`src/rtl/alu_div_responder_pkg.sv`:
```
// Shared types and constants for the multi-cycle divide/remainder responder.
package alu_div_responder_pkg;

    typedef enum logic [1:0] {
        IDLE,
        CALC,
        DONE
    } div_state_e;

    // operator_i[6:2] pattern shared by the four divide-class opcodes
    localparam logic [4:0] ALU_DIV_CLASS = 5'b01100;

    // operator_i[0] selects signed, operator_i[1] selects remainder
    localparam logic [6:0] ALU_DIVU = 7'b0110000;
    localparam logic [6:0] ALU_DIV  = 7'b0110001;
    localparam logic [6:0] ALU_REMU = 7'b0110010;
    localparam logic [6:0] ALU_REM  = 7'b0110011;

    function automatic logic is_div_op(input logic [6:0] op);
        return op[6:2] == ALU_DIV_CLASS;
    endfunction

endpackage

```
`src/rtl/alu_div_responder_if.sv`:
```
// EX-stage handshake between the issuing stage (master) and the divider (slave).
interface alu_div_responder_if #(
    parameter int WIDTH = 32
);
    logic             enable_i;
    logic [6:0]       operator_i;
    logic [WIDTH-1:0] operand_a_i;
    logic [WIDTH-1:0] operand_b_i;
    logic             ex_ready_i;
    logic [WIDTH-1:0] result_o;
    logic             ready_o;
    logic             busy_o;

    modport master (
        output enable_i, operator_i, operand_a_i, operand_b_i, ex_ready_i,
        input  result_o, ready_o, busy_o
    );

    modport slave (
        input  enable_i, operator_i, operand_a_i, operand_b_i, ex_ready_i,
        output result_o, ready_o, busy_o
    );
endinterface

```
`src/rtl/alu_div_sign_fix.sv`:
```
// Conditional two's-complement negation of two values; used to take
// magnitudes of the operands and to restore signs on quotient/remainder.
module alu_div_sign_fix #(
    parameter int WIDTH = 32
) (
    input  logic [WIDTH-1:0] value_a,
    input  logic [WIDTH-1:0] value_b,
    input  logic             negate_a,
    input  logic             negate_b,
    output logic [WIDTH-1:0] result_a,
    output logic [WIDTH-1:0] result_b
);
    // abs(MIN_INT) wraps to itself, which is the correct unsigned magnitude
    assign result_a = negate_a ? ('0 - value_a) : value_a;
    assign result_b = negate_b ? ('0 - value_b) : value_b;
endmodule

```
`src/rtl/alu_div_responder.sv`:
```
// Radix-2 restoring divide/remainder unit, one quotient bit per cycle,
// answering the EX-stage enable/ready handshake.
module alu_div_responder
    import alu_div_responder_pkg::*;
#(
    parameter int WIDTH     = 32,
    parameter bit EARLY_OUT = 1'b1
) (
    input logic                core_clk,
    input logic                rst,
    alu_div_responder_if.slave bus
);
    localparam int               CNT_W    = $clog2(WIDTH);
    localparam logic [CNT_W-1:0] CNT_LAST = CNT_W'(WIDTH - 1);
    localparam logic [WIDTH-1:0] MIN_INT  = {1'b1, {(WIDTH-1){1'b0}}};

    div_state_e       state, state_next;
    logic [CNT_W-1:0] cnt;
    logic [WIDTH-1:0] dvd;          // dividend magnitude, shifts out MSB first, quotient shifts in
    logic [WIDTH-1:0] dvs;          // divisor magnitude
    logic [WIDTH-1:0] rem;          // partial remainder (always < dvs between steps)
    logic             is_rem;
    logic             neg_q;
    logic             neg_r;
    logic             special;      // divide-by-zero or signed overflow
    logic [WIDTH-1:0] special_res;

    // Request decode
    logic             op_signed, op_rem, accept;
    logic             b_zero, overflow, is_special;
    logic [WIDTH-1:0] special_val, abs_a, abs_b;

    assign op_signed = bus.operator_i[0];
    assign op_rem    = bus.operator_i[1];
    assign accept    = bus.enable_i && is_div_op(bus.operator_i) &&
                       ((state == IDLE) || ((state == DONE) && bus.ex_ready_i));

    assign b_zero      = (bus.operand_b_i == '0);
    assign overflow    = op_signed && (bus.operand_a_i == MIN_INT) && (bus.operand_b_i == '1);
    assign is_special  = b_zero || overflow;
    assign special_val = b_zero ? (op_rem ? bus.operand_a_i : '1)
                                : (op_rem ? '0 : MIN_INT);

    alu_div_sign_fix #(.WIDTH(WIDTH)) u_pre_fix (
        .value_a  (bus.operand_a_i),
        .value_b  (bus.operand_b_i),
        .negate_a (op_signed && bus.operand_a_i[WIDTH-1]),
        .negate_b (op_signed && bus.operand_b_i[WIDTH-1]),
        .result_a (abs_a),
        .result_b (abs_b)
    );

    // One restoring step: extra MSB on the shifted remainder keeps the compare exact
    logic [WIDTH:0]   rem_shift;
    logic             rem_ge;
    logic [WIDTH-1:0] rem_next, quo_next, fix_q, fix_r, final_res;

    assign rem_shift = {rem, dvd[WIDTH-1]};
    assign rem_ge    = (rem_shift >= {1'b0, dvs});
    assign rem_next  = rem_ge ? (rem_shift[WIDTH-1:0] - dvs) : rem_shift[WIDTH-1:0];
    assign quo_next  = {dvd[WIDTH-2:0], rem_ge};

    alu_div_sign_fix #(.WIDTH(WIDTH)) u_post_fix (
        .value_a  (quo_next),
        .value_b  (rem_next),
        .negate_a (neg_q),
        .negate_b (neg_r),
        .result_a (fix_q),
        .result_b (fix_r)
    );

    assign final_res = special ? special_res : (is_rem ? fix_r : fix_q);

    // State register
    always_ff @(posedge core_clk or posedge rst) begin
        // NOTE: non-blocking assignments on every flop so all registers update from pre-edge values.
        if (rst) state <= IDLE;
        else     state <= state_next;
    end

    // Next-state logic
    always_comb begin
        // NOTE: default first, so no path through the case leaves state_next unassigned (no latch).
        state_next = state;
        unique case (state)
            IDLE:    if (accept) state_next = CALC;
            CALC:    if (cnt == '0) state_next = DONE;
            DONE:    if (bus.ex_ready_i) state_next = accept ? CALC : IDLE;
            default: state_next = IDLE;
        endcase
    end

    // Datapath, counter and registered outputs
    always_ff @(posedge core_clk or posedge rst) begin
        // NOTE: datapath registers are reset too, so a mid-operation reset leaves no stale result.
        if (rst) begin
            cnt          <= '0;
            dvd          <= '0;
            dvs          <= '0;
            rem          <= '0;
            is_rem       <= 1'b0;
            neg_q        <= 1'b0;
            neg_r        <= 1'b0;
            special      <= 1'b0;
            special_res  <= '0;
            bus.result_o <= '0;
            bus.ready_o  <= 1'b0;
            bus.busy_o   <= 1'b0;
        end else begin
            bus.ready_o <= (state_next == DONE);
            bus.busy_o  <= (state_next != IDLE);
            if (accept) begin
                dvd         <= abs_a;
                dvs         <= abs_b;
                rem         <= '0;
                is_rem      <= op_rem;
                neg_q       <= op_signed && (bus.operand_a_i[WIDTH-1] ^ bus.operand_b_i[WIDTH-1]);
                neg_r       <= op_signed && bus.operand_a_i[WIDTH-1];
                special     <= is_special;
                special_res <= special_val;
                // special cases need no iteration when early-out is enabled
                cnt         <= (EARLY_OUT && is_special) ? '0 : CNT_LAST;
            end else if (state == CALC) begin
                dvd <= quo_next;
                rem <= rem_next;
                if (cnt == '0) bus.result_o <= final_res;
                else           cnt          <= cnt - CNT_W'(1);
            end
        end
    end

endmodule

```
`src/flat_wrapper.sv`:
```
// flat-port wrapper written by rule: the top's interface ports become plain ports
module alu_div_responder_flat import alu_div_responder_pkg::*;
#(
    parameter int WIDTH     = 32,
    parameter bit EARLY_OUT = 1'b1
)
  (core_clk, rst, bus_enable_i, bus_operator_i, bus_operand_a_i, bus_operand_b_i, bus_ex_ready_i, bus_result_o, bus_ready_o, bus_busy_o);
  alu_div_responder_if #(.WIDTH(WIDTH)) bus_i ();
  input logic core_clk;
  input logic rst;
  input wire logic [$bits(bus_i.enable_i)-1:0] bus_enable_i;
  input wire logic [$bits(bus_i.operator_i)-1:0] bus_operator_i;
  input wire logic [$bits(bus_i.operand_a_i)-1:0] bus_operand_a_i;
  input wire logic [$bits(bus_i.operand_b_i)-1:0] bus_operand_b_i;
  input wire logic [$bits(bus_i.ex_ready_i)-1:0] bus_ex_ready_i;
  output wire logic [$bits(bus_i.result_o)-1:0] bus_result_o;
  output wire logic [$bits(bus_i.ready_o)-1:0] bus_ready_o;
  output wire logic [$bits(bus_i.busy_o)-1:0] bus_busy_o;
  assign bus_i.enable_i = bus_enable_i;
  assign bus_i.operator_i = bus_operator_i;
  assign bus_i.operand_a_i = bus_operand_a_i;
  assign bus_i.operand_b_i = bus_operand_b_i;
  assign bus_i.ex_ready_i = bus_ex_ready_i;
  assign bus_result_o = bus_i.result_o;
  assign bus_ready_o = bus_i.ready_o;
  assign bus_busy_o = bus_i.busy_o;
  alu_div_responder #(.WIDTH(WIDTH), .EARLY_OUT(EARLY_OUT)) u_core (.core_clk(core_clk), .rst(rst), .bus(bus_i));
endmodule
```
`config.mk`:
```
export PLATFORM = sky130hd
export DESIGN_NAME = alu_div_responder_flat
export DESIGN_NICKNAME = d
export VERILOG_FILES = /design/src/rtl/alu_div_responder_pkg.sv /design/src/rtl/alu_div_responder_if.sv /design/src/rtl/alu_div_sign_fix.sv /design/src/rtl/alu_div_responder.sv /design/src/flat_wrapper.sv
export SDC_FILE = /design/constraint.sdc
export NUM_CORES = 1
export LEC_CHECK = 0
export ABC_CLOCK_PERIOD_IN_PS = 11300
export CORE_MARGIN = 5
export CORE_UTILIZATION = 35
export CTS_BUF_LIST = sky130_fd_sc_hd__clkbuf_8
export CTS_CLUSTER_SIZE = 16
export DETAILED_ROUTE_END_ITERATION = 7
export GPL_TIMING_DRIVEN = 0
export HOLD_SLACK_MARGIN = 0.03
export PLACE_DENSITY = 0.51
export SLEW_MARGIN = 0
export SYNTH_ARGS = -nofsm -noshare
export SYNTH_HDL_FRONTEND = slang
export SYNTH_SLANG_ARGS = --single-unit
```
`constraint.sdc`:
```
create_clock -name core_clk -period 11.3 [get_ports core_clk]
set_input_delay 3.39 -clock core_clk [delete_from_list [all_inputs] [get_ports core_clk]]
set_output_delay 3.39 -clock core_clk [all_outputs]
set_load 0.005 [all_outputs]
```
After elaboration in Yosys (flattened, before gate mapping)
Index checks and enable logic that the tools add are counted.
{ "totals": {"wordCells": 69, "input_bits": 75, "ff_bits": 173, "out_inout_bits": 34} }
{ "op_classes": {"bitwise": 2, "reduce_logical": 17, "n_eq_ne": 7, "n_mux": 23, "add_sub_neg": 6, "n_lt_le_gt_ge": 1} }
{ "op_table": {"columns": ["operator", "n"], "rows": [
  ["32-bit two-way mux", 14],
  ["1-bit by 32-bit subtractor with 32-bit output, first input constant", 4],
  ["32-bit == test, second input constant", 2],
  ["33-bit by 32-bit greater-or-equal comparator with 1-bit output", 1],
  ["32-bit logical NOT", 1],
  ["32-bit subtractor", 1],
  ["5-bit two-way mux", 4],
  ["1-bit logical AND", 8],
  ["2-bit two-way mux", 3],
  ["2-bit one-hot mux with 3 select lines", 1],
  ["5-bit by 4-bit == test with 1-bit output, second input constant", 1],
  ["5-bit logical NOT", 1],
  ["5-bit by 1-bit subtractor with 5-bit output, second input constant", 1],
  ["2-bit == test, second input constant", 2],
  ["2-bit nonzero test", 2],
  ["3-bit AND reduction", 1],
  ["2-bit by 1-bit == test with 1-bit output, second input constant", 1],
  ["2-bit logical NOT", 1],
  ["1-bit logical OR", 2],
  ["2-bit by 1-bit inequality test with 1-bit output, second input constant", 1],
  ["2-bit AND reduction", 1],
  ["1-bit two-way mux", 1],
  ["1-bit NOT", 1],
  ["1-bit bitwise XOR", 1]
]} }

Logic depth before layout (Yosys ltp)
{ "depth": {"ltp_word": 8, "mapped_depth": 23, "depth_no_buf": 18} }

Hierarchy
Synthesis repeated with hierarchy kept, for this count alone.
{ "hier_totals": {"cells_unflattened": 1493, "hier_area_um2": 12535.8} }
{ "by_module_without_submodules": {"columns": ["mod", "cells_each", "seq_area_each_um2", "area_per_inst_um2", "n_inst"], "rows": [
  ["alu_div_responder", 1119, 4329.2, 9888.2, 1],
  ["alu_div_sign_fix", 187, 0.0, 1323.8, 2]
]} }

Least setup slack after synthesis
No wires, ideal clock.
{ "synth_path": {"kind": "input to register", "from": "input bus_operand_b_i[12]", "to": "register u_core.special_res[1]", "setup_time_ps": 96, "path_buffers": 2, "path_slack_ps": 5340, "cell_stages": 10, "required_ps": 11204, "arrival_time_ps": 5864, "cell_sequence": "nor3_1 -> nand2b_1 -> or3_1 -> or3_1 -> or4_1 -> nor3_1 -> nand2_1 -> clkbuf_1 -> clkbuf_1 -> o31ai_1"} }
{ "synth_between": {"elab_chain_cells": 2} }
{ "synth_lines": {"columns": ["item", "line", "rtl"], "rows": [
  ["from (decl)", "flat_wrapper.sv:14", "input wire logic [$bits(bus_i.operand_b_i)-1:0] bus_operand_b_i;"],
  ["32-bit logical NOT", "alu_div_responder.sv:38", "assign b_zero = (bus.operand_b_i == '0);"],
  ["32-bit two-way mux", "alu_div_responder.sv:41", "assign special_val = b_zero ? (op_rem ? bus.operand_a_i : '1)"],
  ["to (signal assigned)", "alu_div_responder.sv:120", "special_res <= special_val;"],
  ["to (decl)", "alu_div_responder.sv:26", "logic [WIDTH-1:0] special_res;"]
]} }
No other way between the ends.
A chain may end at the register's enable or synchronous reset.

Worst setup path after layout
{ "layout_path": {"from": "input bus_operand_a_i[0]", "to": "register u_core.cnt[3]"} }
{ "layout_between": {"elab_chain_cells": 6} }
{ "layout_lines": {"columns": ["item", "line", "rtl"], "rows": [
  ["from (decl)", "flat_wrapper.sv:13", "input wire logic [$bits(bus_i.operand_a_i)-1:0] bus_operand_a_i;"],
  ["32-bit == test", "alu_div_responder.sv:39", "assign overflow = op_signed && (bus.operand_a_i == MIN_INT) && (bus.operand_b_i == '1);"],
  ["1-bit logical AND (2 in series)", "alu_div_responder.sv:39", null],
  ["1-bit logical OR", "alu_div_responder.sv:40", "assign is_special = b_zero || overflow;"],
  ["5-bit two-way mux", "alu_div_responder.sv:122", "cnt <= (EARLY_OUT && is_special) ? '0 : CNT_LAST;"],
  ["5-bit two-way mux", "alu_div_responder.sv:112", "if (accept) begin"],
  ["to (signal assigned)", "alu_div_responder.sv:122", null],
  ["to (signal assigned)", "alu_div_responder.sv:127", "else cnt <= cnt - CNT_W'(1);"],
  ["to (decl)", "alu_div_responder.sv:18", "logic [CNT_W-1:0] cnt;"]
]} }
No other way between the ends.

==> out/results.tsv <==
metric	value	unit
status	finished, final reports clean	
drv_slew	0	
hold_path_class	reg -> reg	
fin_util	41.2	%
hpwl	39600	um
grt_usage	23.7	%
post-cts-setup-buffers	0	
place.gp.congestion	0.920	
antenna_found_initial	0	
synthToLayoutAreaGrowth	16.2	%
cp-start-kind	primary input	
max-cap-violations	0	
final.setup.tns	0	ps
crit_slowest_cell	nor4_1	
ctsResizeCount	0	
fin_crit_sh	61.4	%
ant_nets	0	
worstMarginPinSlew	812	ps
cp.arrival	7330	ps
grt_max_degree	89	
grt_pass1_wl	75300	um
drt-initial-drc-count	1411	
diodes	0	
overflow	0	
drcViolationCount	0	
placed_cell_area	14600	um^2
grt_use_met3	2.42	%
required	11690	ps
drt-total-wl	49500	um
gr-usage-met2	34.9	%
fin_skew	17.2	ps
fin_area	15000	um^2
busiest_layer	met1	
worstPathCellList	clkdlybuf4s50_1, inv_1, ha_1, nor2b_1, nand3_1, or3_1, nor4_1, nand2_1, nor4_1, a221o_1, o21ai_0, a22o_1	
final-setup-viol-count	0	
grt_use_met1	37.1	%
grt_pass1_vias	12080	
yosys-top-cells-area	dfrtp_1 (33%), o21ai_0 (7.7%), xnor2_1 (5.1%)	
clk_path_buf_depth	2	
synth_seq_cells	173	
die-area	40900	um^2
tritoncts	yes	
synth_nets	1721	
ys_async_sr_fraction	100	%
synthDistinctLibCells	86	
die_y	202	um
critPathMaxStageDelay	710	ps
finalHoldViolations	0	
drive_above_1_share	5.21	%
numCtsBuffers	17	
portBuffers	108	
wl_per_cell	22.4	um
clk_latency	490	ps
maxSlewHeadroom	45.3	%
syn_inst	1607	
critPathMaxFanout	6	
crit_top_cell	nor4_1	
io_pins	109	
fmax	0.144	GHz
synthFlopType	dfrtp_1	
vias	13005	
p_per_area	303	nW/um^2
syn_area_per_cell	8.05	um^2
crit_buf_inv	2	
synth.largest_area_cell	dfrtp_1	
core_area	36500	um^2
root_buffer	clkbuf_8	
vdd_drop_max	0.000139	V
synth_top_area_share	33.4	%
num_rows	70	
die_x	202	um
synth_area	12900	um^2
initial_core_util	35.4	%
via_per_inst	5.87	
finalWorstPathRequiredPeriod	6940	ps
rsz0062_at_grt	no	
ys_seq_area_share	33.4	%
drt_first_pass_iters	7	
critical_path_class	in -> reg	
cts_hold_buffers	0	
yosys_warnings	0	
cp_top_family	simple AND/OR/NAND/NOR gates	
cts.reportedPaths.clkPinSlew	100	ps
end_kind	flop	
p_leak	6.00	nW
synth_edf_count	0	
cts_sinks	173	
nets	1849	
htreeDepth	4	
==> worst paths after layout <==
| path | startpoint | end | slack, ps | cells after the start |
|---|---|---|---|---|
| min reg2reg | u_core.dvs[2]$_DFFE_PP0P_ | u_core.dvs[2]$_DFFE_PP0P_ | 490 | 2 |
| max reg2reg | u_core.rem[1]$_DFFE_PP0P_ | u_core.bus.result_o[26]$_DFFE_PP0P_ | 4980 | 21 |
| max in group asynchronous | rst | u_core.bus.result_o[15]$_DFFE_PP0P_ | 7030 | 3 |
| max | bus_operand_a_i[0] | u_core.cnt[3]$_DFFE_PP0P_ | 4360 | 12 |
| min in group asynchronous | rst | u_core.dvs[21]$_DFFE_PP0P_ | 3370 | 2 |
| min | u_core.dvs[2]$_DFFE_PP0P_ | u_core.dvs[2]$_DFFE_PP0P_ | 490 | 2 |
==> worst min-delay path, delay by kind of cell, from the launching register on <==
| family | cells | cell delay (ps) |
|---|---|---|
| AO/OA/AOI/OAI | 1 | 60 |
| flip-flops | 1 | 350 |
| AND/OR/NAND/NOR | 1 | 50 |
==> report_power, final <==
group | internal [W] | switching, W
registers | 0.000791 | 0.000203
logic | 0.00109 | 0.00201
clock network | 0.000190 | 0.000276
total | 0.00207 | 0.00248
==> synthesized netlist by cell type (all sizes together), types with 6 or more instances <==
master   instances
a21o             7
nand3           58
a22oi           31
nor4            11
nor2b            7
o21a            10
inv             64
o211ai           9
o21ai          204
or2              8
and3            18
nand4           22
xor2            62
a211oi          14
a21oi          105
ha              38
a221oi           8
nand2b          13
mux2i           25
nor3            37
nor2           134
and4             6
xnor2           76
nand2          171
o31ai           57
and2             6
a211o            6
or4             11
buf             26
clkbuf          71
or3             21
o2111ai          6
o41ai           11
a31oi           20
dfrtp          173
==> layout make-up <==
cell class | count | area, um^2
fill | 3789 | 21500
multi-input combinational | 1272 | 7940
clock buffer | 18 | 248
inverter | 65 | 251
timing repair buffer | 109 | 1110
tap | 468 | 586
clock inverter | 14 | 154
buffer | 97 | 430
sequential | 173 | 4330
==> routing by layer <==
layer / vias up / share of wire, %
li1: 6096 / -
met4: 0 / 1.8
met3: 50 / 5.9
met2: 531 / 43
met1: 6328 / 50
met5: - / 0
==> cells in the final DEF, fill, tap and decap left out, drive strengths merged, types with 37 or more instances in the layout <==
master	netlist	routed
o21ai	204	204
dfrtp	173	173
nand2	171	171
nor2	134	134
clkdlybuf4s50	0	108
a21oi	105	105
clkbuf	71	89
xnor2	76	76
inv	64	71
xor2	62	62
nand3	58	58
o31ai	57	57
ha	38	38
nor3	37	37
==> through the flow <==
stage               total power [W]  worst slack [ps]  std cells  hold WS [ps]
finish                      0.00455              4360       2216           488
global route                0.00486              4020       2216           514
CTS                         0.00451              4380       2216           496
detailed placement          0.00404              3850       2184           472
global placement            0.00403               488       2183           464
floorplan                   0.00301              3220       1607           440
==> state kept, by name, indices dropped and copies added, names as in the netlist <==
signal	flops
u_core.bus.result_o	32
u_core.dvd	32
u_core.dvs	32
u_core.rem	32
u_core.special_res	32
u_core.cnt	5
u_core.state	2
u_core.bus.busy_o	1
u_core.bus.ready_o	1
u_core.is_rem	1
u_core.neg_q	1
u_core.neg_r	1
u_core.special	1
==> cells by family after synthesis <==
family,after synthesis,synth area share (%)
and+or+nand+nor,540,20.0
AOI/OAI and AO/OA,528,26.0
DFF,173,33.4
buffers and inverters,162,5.21
xor gates and xnor gates,138,9.34
adders and majority gates,39,3.83
muxes,27,2.14
No activity file was read; power rests on OpenSTA's default activity.
